`src/rtl/pe_sm_dot_accum.sv`:
```
// Sign-magnitude dot-accumulate element: per-beat lane sum through a registered
// adder tree, then a saturating group accumulator with a held output register.
module pe_sm_dot_accum #(
    parameter int unsigned SIZE  = 5,
    parameter int unsigned LANES = 4,
    parameter int unsigned ACC_W = 16
) (
    input  logic                    clk,
    input  logic                    rst_n,
    input  logic                    in_valid,
    output logic                    in_ready,
    input  logic                    in_first,
    input  logic                    in_last,
    input  logic [LANES*SIZE-1:0]   in_mag,
    input  logic [LANES-1:0]        in_sign,
    output logic                    out_valid,
    input  logic                    out_ready,
    output logic signed [ACC_W-1:0] out_sum,
    output logic                    out_sat
);

    localparam int unsigned L   = $clog2(LANES);
    localparam int unsigned BW  = SIZE + 1 + L;
    localparam int unsigned AW1 = ACC_W + 1;

    localparam logic signed [ACC_W-1:0] ACC_MAX = {1'b0, {(ACC_W-1){1'b1}}};
    localparam logic signed [ACC_W-1:0] ACC_MIN = {1'b1, {(ACC_W-1){1'b0}}};

    typedef enum logic {
        ACC_IDLE,
        ACC_BUSY
    } acc_state_t;

    logic advance;
    logic [L:1] s_vld;
    logic [L:1] s_fst;
    logic [L:1] s_lst;
    logic signed [SIZE:0] lane_v [LANES];
    logic signed [BW-1:0] beat;

    // A held, unconsumed result freezes every stage at once.
    assign advance  = !(out_valid && !out_ready);
    assign in_ready = advance;

    always_comb begin
        for (int unsigned i = 0; i < LANES; i++) begin
            lane_v[i] = in_sign[i] ? -$signed({1'b0, in_mag[i*SIZE +: SIZE]})
                                   :  $signed({1'b0, in_mag[i*SIZE +: SIZE]});
        end
    end

    // Level k holds LANES>>k partial sums, each one bit wider than level k-1.
    for (genvar k = 1; k <= L; k++) begin : g_lvl
        localparam int unsigned W = SIZE + 1 + k;
        localparam int unsigned N = LANES >> k;
        logic signed [W-1:0] sum [N];

        if (k == 1) begin : g_first
            always_ff @(posedge clk or negedge rst_n) begin
                if (!rst_n) begin
                    for (int unsigned j = 0; j < N; j++) sum[j] <= '0;
                end else if (advance) begin
                    for (int unsigned j = 0; j < N; j++)
                        sum[j] <= W'(lane_v[2*j]) + W'(lane_v[2*j+1]);
                end
            end
        end else begin : g_next
            always_ff @(posedge clk or negedge rst_n) begin
                if (!rst_n) begin
                    for (int unsigned j = 0; j < N; j++) sum[j] <= '0;
                end else if (advance) begin
                    for (int unsigned j = 0; j < N; j++)
                        sum[j] <= W'(g_lvl[k-1].sum[2*j]) + W'(g_lvl[k-1].sum[2*j+1]);
                end
            end
        end
    end

    assign beat = g_lvl[L].sum[0];

    always_ff @(posedge clk or negedge rst_n) begin
        if (!rst_n) begin
            s_vld <= '0;
            s_fst <= '0;
            s_lst <= '0;
        end else if (advance) begin
            s_vld[1] <= in_valid;
            s_fst[1] <= in_first;
            s_lst[1] <= in_last;
            for (int unsigned k = 2; k <= L; k++) begin
                s_vld[k] <= s_vld[k-1];
                s_fst[k] <= s_fst[k-1];
                s_lst[k] <= s_lst[k-1];
            end
        end
    end

    acc_state_t              state, state_nx;
    logic signed [ACC_W-1:0] acc, acc_nx;
    logic                    sticky, sticky_nx;
    logic signed [ACC_W-1:0] out_sum_nx;
    logic                    out_sat_nx, out_valid_nx;
    logic                    restart, sticky_base, ovf;
    logic signed [ACC_W-1:0] base, clamped;
    logic signed [AW1-1:0]   wide;

    always_comb begin
        state_nx     = state;
        acc_nx       = acc;
        sticky_nx    = sticky;
        out_sum_nx   = out_sum;
        out_sat_nx   = out_sat;
        out_valid_nx = out_valid;

        restart     = s_fst[L] || (state == ACC_IDLE);
        base        = restart ? '0 : acc;
        sticky_base = restart ? 1'b0 : sticky;
        wide        = AW1'(base) + AW1'(beat);
        ovf         = wide[ACC_W] != wide[ACC_W-1];
        clamped     = ovf ? (wide[ACC_W] ? ACC_MIN : ACC_MAX) : wide[ACC_W-1:0];

        // When advancing, any presented result is consumed this cycle.
        if (advance) begin
            out_valid_nx = 1'b0;
            if (s_vld[L]) begin
                if (s_lst[L]) begin
                    out_sum_nx   = clamped;
                    out_sat_nx   = sticky_base | ovf;
                    out_valid_nx = 1'b1;
                    acc_nx       = '0;
                    sticky_nx    = 1'b0;
                    state_nx     = ACC_IDLE;
                end else begin
                    acc_nx    = clamped;
                    sticky_nx = sticky_base | ovf;
                    state_nx  = ACC_BUSY;
                end
            end
        end
    end

    always_ff @(posedge clk or negedge rst_n) begin
        if (!rst_n) begin
            state     <= ACC_IDLE;
            acc       <= '0;
            sticky    <= 1'b0;
            out_sum   <= '0;
            out_sat   <= 1'b0;
            out_valid <= 1'b0;
        end else begin
            state     <= state_nx;
            acc       <= acc_nx;
            sticky    <= sticky_nx;
            out_sum   <= out_sum_nx;
            out_sat   <= out_sat_nx;
            out_valid <= out_valid_nx;
        end
    end

endmodule

```
`config.mk`:
```
export PLATFORM = sky130hd
export DESIGN_NAME = pe_sm_dot_accum
export DESIGN_NICKNAME = d
export VERILOG_FILES = /design/src/rtl/pe_sm_dot_accum.sv
export SDC_FILE = /design/constraint.sdc
export NUM_CORES = 1
export LEC_CHECK = 0
export ABC_AREA = 1
export BUFFER_PORTS_ARGS = -buffer_cell sky130_fd_sc_hd__buf_2
export CAP_MARGIN = 5
export CORE_UTILIZATION = 55
export CTS_CLUSTER_SIZE = 8
export DETAILED_ROUTE_END_ITERATION = 10
export PLACE_DENSITY = 0.72
export SYNTH_ARGS = -nofsm -noshare
export SYNTH_HDL_FRONTEND = slang
export SYNTH_SLANG_ARGS = --single-unit
```
`constraint.sdc`:
```
create_clock -name clk -period 3.18 [get_ports clk]
set_input_delay 0.636 -clock clk [delete_from_list [all_inputs] [get_ports clk]]
set_output_delay 0.636 -clock clk [all_outputs]
set_load 0.05 [all_outputs]
```
==> impl_metrics.env, run 1 <==
export IMPL_outcome="completed"
export IMPL_fin_ws_ns=0.333
export IMPL_antenna_found_initial=0
export IMPL_grt_start_max_net_pins=65
export IMPL_synth_seq_area_share=0.347
export IMPL_syn2layout_area_growth_pct=13.0
export IMPL_syn_nets=717
export IMPL_synth_xor_area_frac=0.0455
export IMPL_seq_power_share=0.260
export IMPL_syn_area_per_cell_um2=7.17
export IMPL_cts_max_path_buffers=2
export IMPL_async_flop_share=1.00
export IMPL_root_buffer="clkbuf_8"
export IMPL_placed_area_mm2=0.00496
export IMPL_utilization=0.638
export IMPL_io_pins=49
export IMPL_htree_levels=3
export IMPL_maxSlewHeadroom=0.470
export IMPL_gp_congestion=0.899
export IMPL_finClkSkew_ns=0.00815
export IMPL_synth_top_cell_area_share=0.347
export IMPL_synth_top_family_by_area="simple AND/OR/NAND/NOR gates"
export IMPL_max_freq_ghz=0.351
export IMPL_setup_viol=0
export IMPL_dp_hpwl_um=7760
export IMPL_pwr_share_clk=0.169
export IMPL_grt_pass1_wl_um=17000
export IMPL_min_period_over_period=0.895
export IMPL_swShare=0.488
export IMPL_regToRegStartpoint="s_fst[2]"
export IMPL_layout_drive_gt1_share=0.137
export IMPL_power_switching_w=0.00256
export IMPL_arrival_ns=3.07
export IMPL_pwr_share_comb=0.571
export IMPL_end_kind="flop"
export IMPL_synth_area_mux_share=0
export IMPL_cts_tree="done"
export IMPL_synthSimpleGateAreaFrac=0.297
export IMPL_dr_pass1_iters=4
export IMPL_fin_nets=768
export IMPL_setup_tns_ns=0
export IMPL_crit_chain="nor2_1, inv_1, nor2_1, ha_1, inv_1, fa_1, inv_1, nand2_1, nand2_1, nand3_1, nand2_2, nand2_2, nand2_1, nand2_2, nand2_2, nand2_4, nand2_1, nand2_1, nand2_1, o21ai_0"
export IMPL_initial_core_util=0.565
export IMPL_mostFrequentLayoutCell="nand2_1"
export IMPL_worst_slew_pin_slew_ns=0.795
export IMPL_path_max_fanout=17
export IMPL_stdcell_count=805
export IMPL_crit_top_cell="nand2_1"
export IMPL_fp_row_count=33
export IMPL_fin_area_mm2=0.00522
export IMPL_fillers=771
export IMPL_synth_compound_area_frac=0.0976
export IMPL_hold_path_class="input port to async pin"
export IMPL_drc=0
export IMPL_holdBufCountCts=0
export IMPL_power_density_mw_per_mm2=1000
export IMPL_die_w_um=93.6
export IMPL_cpPeakStageDelay_ns=0.39
export IMPL_r2r_end="acc[4]"
export IMPL_ff2ff_setup_slack_ns=0.33
export IMPL_synth_edf_count=0
export IMPL_numCtsBuffers=9
export IMPL_crit_start="s_fst[2]"
export IMPL_vdd_ir_drop_max_mv=0.499
export IMPL_final_cell_mix="nand2_1, inv_1, dfrtp_1"
export IMPL_start_kind="flop"
export IMPL_period_needed_ns=2.85
export IMPL_ys_warn_count=0
export IMPL_synth_cells=644
export IMPL_ant_nets=0
export IMPL_antenna_cells_inserted=0
export IMPL_internal_power_w=0.00268
export IMPL_core_area_mm2=0.00818
export IMPL_rsz0062_at_grt="no"
export IMPL_clock_sinks=64
export IMPL_grt_pass1_vias=3878
export IMPL_yosys_area_top_type="dfrtp_1"
export IMPL_netlist_top_cells_area="dfrtp_1, nand2_1, ha_1"
export IMPL_ys_types=39
export IMPL_path_clk_slew_ns=0.07
export IMPL_die_h_um=93.6
export IMPL_postCtsSetupBuffers=0
export IMPL_grt_overflow=0
export IMPL_drt_iter0_drc=192
export IMPL_hold_viol_final=0
export IMPL_syn_area_mm2=0.00462
export IMPL_vias=4079
export IMPL_die_area_mm2=0.00876
export IMPL_synth_seq_cells=64
export IMPL_p_leak_nw=2.95
export IMPL_wl_per_cell_um=12.5
export IMPL_drv_slew=0
export IMPL_cap_viol_max_count=0
export IMPL_grt_usage=0.253
export IMPL_cp_slowest_cell="dfrtp_1"
export IMPL_pre_cts_ws_ns=0.347
export IMPL_routed_wl_um=10100
export IMPL_reg2reg_depth=20
export IMPL_vias_per_cell=5.07
export IMPL_synth_adder_area_share=0.123
export IMPL_clk_latency_ns=0.35
export IMPL_dp_cells=789
export IMPL_port_buffers=48
export IMPL_required_ns=3.40
export IMPL_cts_resized=0
export IMPL_path_class="flop to flop"
export IMPL_synthFlopType="dfrtp_1"
synthesized netlist by cell type, types with 6 or more instances:
| master | number |
|---|---|
| xor2_1 | 12 |
| clkbuf_1 | 7 |
| or2_2 | 6 |
| o21ai_0 | 37 |
| ha_1 | 39 |
| a21oi_1 | 23 |
| xnor2_1 | 12 |
| o31ai_1 | 7 |
| nand3_1 | 22 |
| nand2_1 | 231 |
| inv_1 | 90 |
| nor2_1 | 41 |
| dfrtp_1 | 64 |
| nand2_2 | 7 |
sequential cells by signal, summed over array words and instances (netlist names):
| name | cells |
|---|---|
| sticky | 1 |
| beat | 8 |
| out_valid | 1 |
| acc | 16 |
| state | 1 |
| out_sum | 16 |
| out_sat | 1 |
| s_vld | 2 |
| s_fst | 2 |
| s_lst | 2 |
| g_lvl.sum | 14 |
power groups by stage:
stage	Combinational (W)	Clock, W	Sequential, W
after floorplan	0.00197	0	0.00171
after global placement	0.00290	0	0.00137
after detailed placement	0.00298	0	0.00138
after CTS	0.00301	0.000893	0.00137
after global routing	0.00336	0.000934	0.00141
final	0.00299	0.000885	0.00136
metrics by stage:
| stage | hold slack, ns | power [W] |
|---|---|---|
| global route | 0.501 | 0.00570 |
| finish | 0.459 | 0.00524 |
| detailed placement | 0.460 | 0.00436 |
| global placement | 0.458 | 0.00427 |
| floorplan | 0.340 | 0.00367 |
| CTS | 0.479 | 0.00527 |
worst max-delay path, delay by kind of cell (launching register included):
family                   cells  cell delay (ns)
AO/OA/AOI/OAI                1             0.09
adder cells (fa/ha/maj)      2             0.57
buffers and inverters        3             0.36
flip-flops                   1             0.39
AND/OR/NAND/NOR             14             1.32
final cells by class:
cell class | instances | area [um^2] | share of cell area
Clock inverter | 5 | 103 | 0.0197
Inverter | 93 | 349 | 0.0669
Multi-Input combinational cell | 474 | 2600 | 0.499
Sequential cell | 64 | 1600 | 0.307
Tap cell | 105 | 131 | 0.0252
Timing Repair Buffer | 53 | 278 | 0.0533
Clock buffer | 11 | 151 | 0.0290
routing by layer:
layer,track usage,up-vias,share of wire
met5,0,-,0
met4,0.121,0,0.045
met3,0.0553,28,0.025
met2,0.446,70,0.51
met1,0.291,1859,0.42
li1,-,2122,-
logic make-up (layout without fill, tap and decap cells):
family                     after synthesis  in the layout
DFF                                     64             64
AOI/OAI and AO/OA                       81             81
buffers and inverters                  106            162
xor gates and xnor gates                24             24
adders and majority gates               43             43
and+or+nand+nor                        326            326
worst max-delay path by stage:
stage                  endpoint  slack [ns]  cells past startpoint
detailed placement       acc[4]        0.35                     20
finish                   acc[4]        0.33                     20
global placement         acc[4]        0.44                     20
CTS                      acc[4]        0.32                     20
floorplan           out_sum[10]        0.53                     22
global route             acc[0]        0.02                     20
Note: power is estimated with default switching activity, not from simulation.
==> inputs of run 2 (changes only) <==
--- a/config.mk
+++ b/config.mk
@@ -8,10 +8,12 @@
 export ABC_AREA = 1
 export BUFFER_PORTS_ARGS = -buffer_cell sky130_fd_sc_hd__buf_2
 export CAP_MARGIN = 5
-export CORE_UTILIZATION = 55
+export CELL_PAD_IN_SITES_DETAIL_PLACEMENT = 0
+export CELL_PAD_IN_SITES_GLOBAL_PLACEMENT = 1
+export CORE_UTILIZATION = 43
 export CTS_CLUSTER_SIZE = 8
 export DETAILED_ROUTE_END_ITERATION = 10
-export PLACE_DENSITY = 0.72
+export PLACE_DENSITY = 0.77
 export SYNTH_ARGS = -nofsm -noshare
 export SYNTH_HDL_FRONTEND = slang
 export SYNTH_SLANG_ARGS = --single-unit
==> run 2 against run 1 <==
Worst setup slack improved by 0.11 ns. Clock power down 11%. Sequential power is essentially flat. Fmax up 3.8%. Sequential share of layout area about the same. Total power shrank 2.1%. Largest cell class unchanged. Highest routed layer unchanged.
==> impl_metrics.env, run 2 (same netlist as run 1, synthesis figures left out) <==
export IMPL_hold_path_class="input port to async pin"
export IMPL_power_density_mw_per_mm2=983
export IMPL_layout_drive_gt1_share=0.137
export IMPL_required_ns=3.40
export IMPL_hold_viol_final=0
export IMPL_fp_row_count=37
export IMPL_start_kind="flop"
export IMPL_fin_area_mm2=0.00522
export IMPL_drv_slew=0
export IMPL_vias_per_cell=4.78
export IMPL_register_area_mm2=0.00160
export IMPL_wl_per_cell_um=12.4
export IMPL_postCtsSetupBuffers=0
export IMPL_top_regs="acc (16), out_sum (16), g_lvl.sum (14)"
export IMPL_internal_power_w=0.00258
export IMPL_p_leak_nw=2.93
export IMPL_path_clk_slew_ns=0.08
export IMPL_finClkSkew_ns=0.0120
export IMPL_reg2reg_depth=20
export IMPL_pwr_share_comb=0.580
export IMPL_drc=0
export IMPL_cap_viol_max_count=0
export IMPL_grt_usage=0.202
export IMPL_setup_viol=0
export IMPL_max_freq_ghz=0.365
export IMPL_clk_latency_ns=0.35
export IMPL_drt_iter0_drc=187
export IMPL_vias=3994
export IMPL_maxSlewHeadroom=0.442
export IMPL_syn2layout_area_growth_pct=13.0
export IMPL_power_switching_w=0.00255
export IMPL_report_power_total_w=0.00513
export IMPL_cts_max_path_buffers=2
export IMPL_clock_sinks=64
export IMPL_antenna_cells_inserted=0
export IMPL_fillers=1070
export IMPL_final_cell_mix="nand2_1, inv_1, dfrtp_1"
export IMPL_antenna_found_initial=0
export IMPL_grt_pass1_wl_um=17600
export IMPL_root_buffer="clkbuf_8"
export IMPL_dp_hpwl_um=7980
export IMPL_vdd_ir_drop_max_mv=0.428
export IMPL_outcome="completed"
export IMPL_multi_input_area_mm2=0.00260
export IMPL_swShare=0.498
export IMPL_period_needed_ns=2.74
export IMPL_port_buffers=48
export IMPL_routed_wl_um=10300
export IMPL_r2r_end="acc[2]"
export IMPL_die_h_um=106
export IMPL_setup_tns_ns=0
export IMPL_io_pins=49
export IMPL_core_area_mm2=0.0104
export IMPL_initial_core_util=0.445
export IMPL_fin_nets=767
export IMPL_gp_congestion=0.807
export IMPL_pwr_share_clk=0.154
export IMPL_die_area_mm2=0.0112
export IMPL_regToRegStartpoint="s_fst[2]"
export IMPL_min_period_over_period=0.862
export IMPL_cts_tree="done"
export IMPL_worst_slew_pin_slew_ns=0.836
export IMPL_ff2ff_setup_slack_ns=0.44
export IMPL_grt_pass1_vias=3906
export IMPL_seq_power_share=0.266
export IMPL_end_kind="flop"
export IMPL_grt_start_max_net_pins=65
export IMPL_rsz0062_at_grt="no"
export IMPL_htree_levels=3
export IMPL_die_w_um=106
export IMPL_path_class="flop to flop"
export IMPL_numCtsBuffers=9
export IMPL_arrival_ns=2.97
export IMPL_ant_nets=0
export IMPL_placed_area_mm2=0.00499
export IMPL_path_max_fanout=17
export IMPL_grt_overflow=0
export IMPL_mostFrequentLayoutCell="nand2_1"
export IMPL_dr_pass1_iters=4
## run 2: cell types whose count changed in the layout (fill, tap and decap cells not counted)
cell | before | now
inv_1 | 90 | 89
bufinv_16 | 3 | 2
clkinvlp_4 | 1 | 2
buf_4 | 5 | 4
clkbuf_8 | 11 | 10
nor2_1 | 41 | 40
inv_2 | 2 | 3
nor2_2 | 2 | 3
clkbuf_1 | 0 | 1
## run 2: power by group through the flow
| stage | sequential [W] | clock, W | combinational, W |
|---|---|---|---|
| finish | 0.00137 | 0.000788 | 0.00297 |
| global route | 0.00141 | 0.000840 | 0.00340 |
| CTS | 0.00137 | 0.000812 | 0.00300 |
| detailed placement | 0.00138 | 0 | 0.00299 |
| global placement | 0.00138 | 0 | 0.00298 |
| floorplan | 0.00171 | 0 | 0.00197 |
## run 2: metrics by stage
step	cells	hold slack, ns	setup slack [ns]	utilization
2_1_floorplan	644	0.340	0.533	-
5_1_grt	835	0.492	0.0768	0.503
3_5_place_dp	819	0.464	0.284	0.481
4_1_cts	835	0.482	0.290	0.503
3_3_place_gp	819	0.458	0.371	0.481
6_report	835	0.439	0.438	0.503
## run 2: metal layers
metal  GRT usage  up-vias  wire length, um
li1            -     2122                -
met1       0.224     1797             4500
met2       0.378       60             5280
met3      0.0383       15              291
met4      0.0764        0              253
met5           0        -                0
## run 2: layout make-up
| cell class | instances | area share |
|---|---|---|
| Timing Repair Buffer | 52 | 0.0518 |
| Clock buffer | 11 | 0.0271 |
| Tap cell | 136 | 0.0326 |
| Sequential cell | 64 | 0.307 |
| Multi-Input combinational cell | 474 | 0.499 |
| Inverter | 93 | 0.0669 |
| Clock inverter | 5 | 0.0154 |
## run 2: worst max path at each step
stage	start	end	slack [ns]	cells past startpoint
global placement	s_fst[2]	acc[2]	0.37	20
detailed placement	s_fst[2]	acc[2]	0.28	20
CTS	s_fst[2]	acc[2]	0.29	20
finish	s_fst[2]	acc[2]	0.44	20
global route	s_fst[2]	acc[2]	0.08	20
floorplan	s_fst[2]	out_sum[10]	0.53	22
## run 2: worst max-delay path, stage by stage (launching register included)
cell and delay, ns:
dfrtp_1 0.39, nor2_2 0.17, inv_2 0.13, nor2_1 0.11
ha_1 0.17, inv_1 0.06, fa_1 0.40, inv_1 0.07
nand2_1 0.04, nand2_1 0.07, nand3_1 0.08, nand2_2 0.11
nand2_2 0.07, nand2_1 0.07, nand2_2 0.08, nand2_2 0.10
nand2_4 0.14, nand2_1 0.09, nand2_1 0.10, nand2_1 0.07
o21ai_0 0.09
## run 2: what timing repair did
action / in CTS / in global routing
setup endpoints to repair: 0 / 25
gates resized for setup: 0 / 2
hold buffers: 0 / 0
==> inputs of run 3 (changes only) <==
--- a/config.mk
+++ b/config.mk
@@ -13,7 +13,9 @@
 export CORE_UTILIZATION = 43
 export CTS_CLUSTER_SIZE = 8
 export DETAILED_ROUTE_END_ITERATION = 10
+export HOLD_SLACK_MARGIN = 0.02
 export PLACE_DENSITY = 0.77
+export RECOVER_POWER = 100
 export SYNTH_ARGS = -nofsm -noshare
 export SYNTH_HDL_FRONTEND = slang
 export SYNTH_SLANG_ARGS = --single-unit
==> run 3 against run 2 <==
The run now ends with capacitance limit, slew limit left. First-iteration DRC count is 1.1% lower. Global-route usage unchanged. Largest power group unchanged. Utilization is 0.60 points lower. Clock skew grew 0.0013 ns. Critical endpoint unchanged. Total power fell by 1.4%. Clock-buffer cell count stayed put. Clock power shrank 0.6%. Worst setup slack worse by 0.0064 ns.
==> impl_metrics.env, run 3 (same netlist as run 1, synthesis figures left out) <==
export IMPL_outcome="finished, violations left"
export IMPL_violations="capacitance limit, slew limit"
export IMPL_grt_start_max_net_pins=65
export IMPL_syn2layout_area_growth_pct=11.7
export IMPL_stdcell_count=835
export IMPL_layout_drive_gt1_share=0.0959
export IMPL_mostFrequentLayoutCell="nand2_1"
export IMPL_grt_pass1_vias=3906
export IMPL_path_max_fanout=17
export IMPL_numCtsBuffers=9
export IMPL_worst_slew_pin_slew_ns=1.61
export IMPL_maxSlewHeadroom=-0.0746
export IMPL_die_w_um=106
export IMPL_wl_met3_um=267
export IMPL_arrival_ns=2.94
export IMPL_period_needed_ns=2.75
export IMPL_final_cell_mix="nand2_1, inv_1, dfrtp_1"
export IMPL_min_period_over_period=0.864
export IMPL_grt_usage=0.202
export IMPL_path_class="flop to flop"
export IMPL_ant_nets=0
export IMPL_max_freq_ghz=0.364
export IMPL_finClkSkew_ns=0.0133
export IMPL_rsz0062_at_grt="no"
export IMPL_start_kind="flop"
export IMPL_holdBufCountCts=0
export IMPL_initial_core_util=0.445
export IMPL_top_regs="acc (16), out_sum (16), g_lvl.sum (14)"
export IMPL_fin_ws_ns=0.432
export IMPL_min_path_cells=2
export IMPL_end_kind="flop"
export IMPL_routed_wl_um=10300
export IMPL_p_leak_nw=2.84
export IMPL_vias_per_cell=4.77
export IMPL_clk_latency_ns=0.34
export IMPL_io_pins=49
export IMPL_fin_nets=767
export IMPL_pre_cts_ws_ns=0.284
export IMPL_port_buffers=48
export IMPL_ff2ff_setup_slack_ns=0.43
export IMPL_cap_viol_max_count=1
export IMPL_required_ns=3.37
export IMPL_root_buffer="clkbuf_8"
export IMPL_drc=0
export IMPL_setup_viol=0
export IMPL_die_area_mm2=0.0112
export IMPL_grt_overflow=0
export IMPL_cp_slowest_cell="fa_1"
export IMPL_wl_met2_um=5290
export IMPL_hold_path_class="flop to flop"
export IMPL_cpPeakStageDelay_ns=0.40
export IMPL_power_density_mw_per_mm2=981
export IMPL_cts_tree="done"
export IMPL_cts_max_path_buffers=2
export IMPL_whs_endpoint="out_sum[9]"
export IMPL_gp_congestion=0.807
export IMPL_crit_top_cell="nand2_1"
export IMPL_vias=3986
export IMPL_antenna_found_initial=0
export IMPL_regToRegStartpoint="s_fst[2]"
export IMPL_grt_pass1_wl_um=17600
export IMPL_clock_sinks=64
export IMPL_wl_per_cell_um=12.3
export IMPL_fin_area_mm2=0.00515
export IMPL_dp_cells=819
export IMPL_drt_iter0_drc=185
export IMPL_fp_row_count=37
export IMPL_worstHoldStart="out_sum[9]"
export IMPL_setup_tns_ns=0
export IMPL_drv_slew=65
export IMPL_die_h_um=106
export IMPL_r2r_end="acc[2]"
export IMPL_reg2reg_depth=20
export IMPL_vdd_ir_drop_max_mv=0.426
export IMPL_placed_area_mm2=0.00499
export IMPL_crit_chain="nor2_2, inv_2, nor2_1, ha_1, inv_1, fa_1, inv_1, nand2_1, nand2_1, nand3_1, nand2_2, nand2_2, nand2_1, nand2_2, nand2_2, nand2_4, nand2_1, nand2_1, nand2_1, o21ai_0"
export IMPL_htree_levels=3
export IMPL_dr_pass1_iters=4
export IMPL_dp_hpwl_um=7980
export IMPL_whs_ns=0.482
export IMPL_met1Wirelength_um=4500
export IMPL_top_layer="met4"
export IMPL_fillers=1090
export IMPL_path_clk_slew_ns=0.07
export IMPL_core_area_mm2=0.0104
export IMPL_antenna_cells_inserted=0
export IMPL_hold_viol_final=0
-- run 3: cell types whose count changed in the layout (fill, tap and decap cells not counted), moves of 2 or more --
cell | before | now
buf_2 | 48 | 26
clkbuf_2 | 0 | 2
nand3_2 | 4 | 2
nand3_1 | 22 | 24
nor2_1 | 40 | 42
clkbuf_1 | 1 | 25
buf_4 | 4 | 0
-- run 3: per-stage QoR --
stage / utilization / power, W
3_5_place_dp: 0.481 / 0.00438
5_1_grt: 0.497 / 0.00559
2_1_floorplan: - / 0.00367
6_report: 0.497 / 0.00505
4_1_cts: 0.503 / 0.00519
3_3_place_gp: 0.481 / 0.00435
-- run 3: layer usage --
metal | vias to the layer above | track usage
li1 | 2125 | -
met1 | 1791 | 0.224
met2 | 58 | 0.378
met3 | 12 | 0.0383
met4 | 0 | 0.0764
met5 | - | 0
-- run 3: worst max path at each step --
stage | startpoint | end | cells past startpoint
after floorplan | s_fst[2] | out_sum[10] | 22
after global placement | s_fst[2] | acc[2] | 20
after detailed placement | s_fst[2] | acc[2] | 20
after CTS | s_fst[2] | acc[2] | 20
after global routing | s_fst[2] | acc[2] | 20
final | s_fst[2] | acc[2] | 20
-- run 3: final cells by class --
| cell class | instances | area, um^2 | area share |
|---|---|---|---|
| Inverter | 93 | 349 | 0.0677 |
| Clock buffer | 11 | 141 | 0.0274 |
| Tap cell | 136 | 170 | 0.0330 |
| Clock inverter | 5 | 80.1 | 0.0155 |
| Timing Repair Buffer | 52 | 230 | 0.0447 |
| Multi-Input combinational cell | 474 | 2580 | 0.501 |
| Sequential cell | 64 | 1600 | 0.311 |
-- run 3: repair_timing --
action / CTS / global route
endpoints found under the setup margin: 0 / 25
gates resized for setup: 0 / 2
setup buffers: 0 / 0
-- run 3: report_power, final --
group / leakage, nW / total, W / internal [W] / switching, W
sequential: 0.788 / 0.00137 / 0.00117 / 0.000200
clock: 0.106 / 0.000783 / 0.000462 / 0.000321
combinational: 1.95 / 0.00290 / 0.000894 / 0.00201
total: 2.84 / 0.00505 / 0.00253 / 0.00253
-- run 3: critical path, delay by kind of cell (launching register included) --
kind            cells  cell delay (ns)
buf+inv             3             0.27
simple gates       14             1.30
flops               1             0.39
fa+ha+maj           2             0.57
compound gates      1             0.09
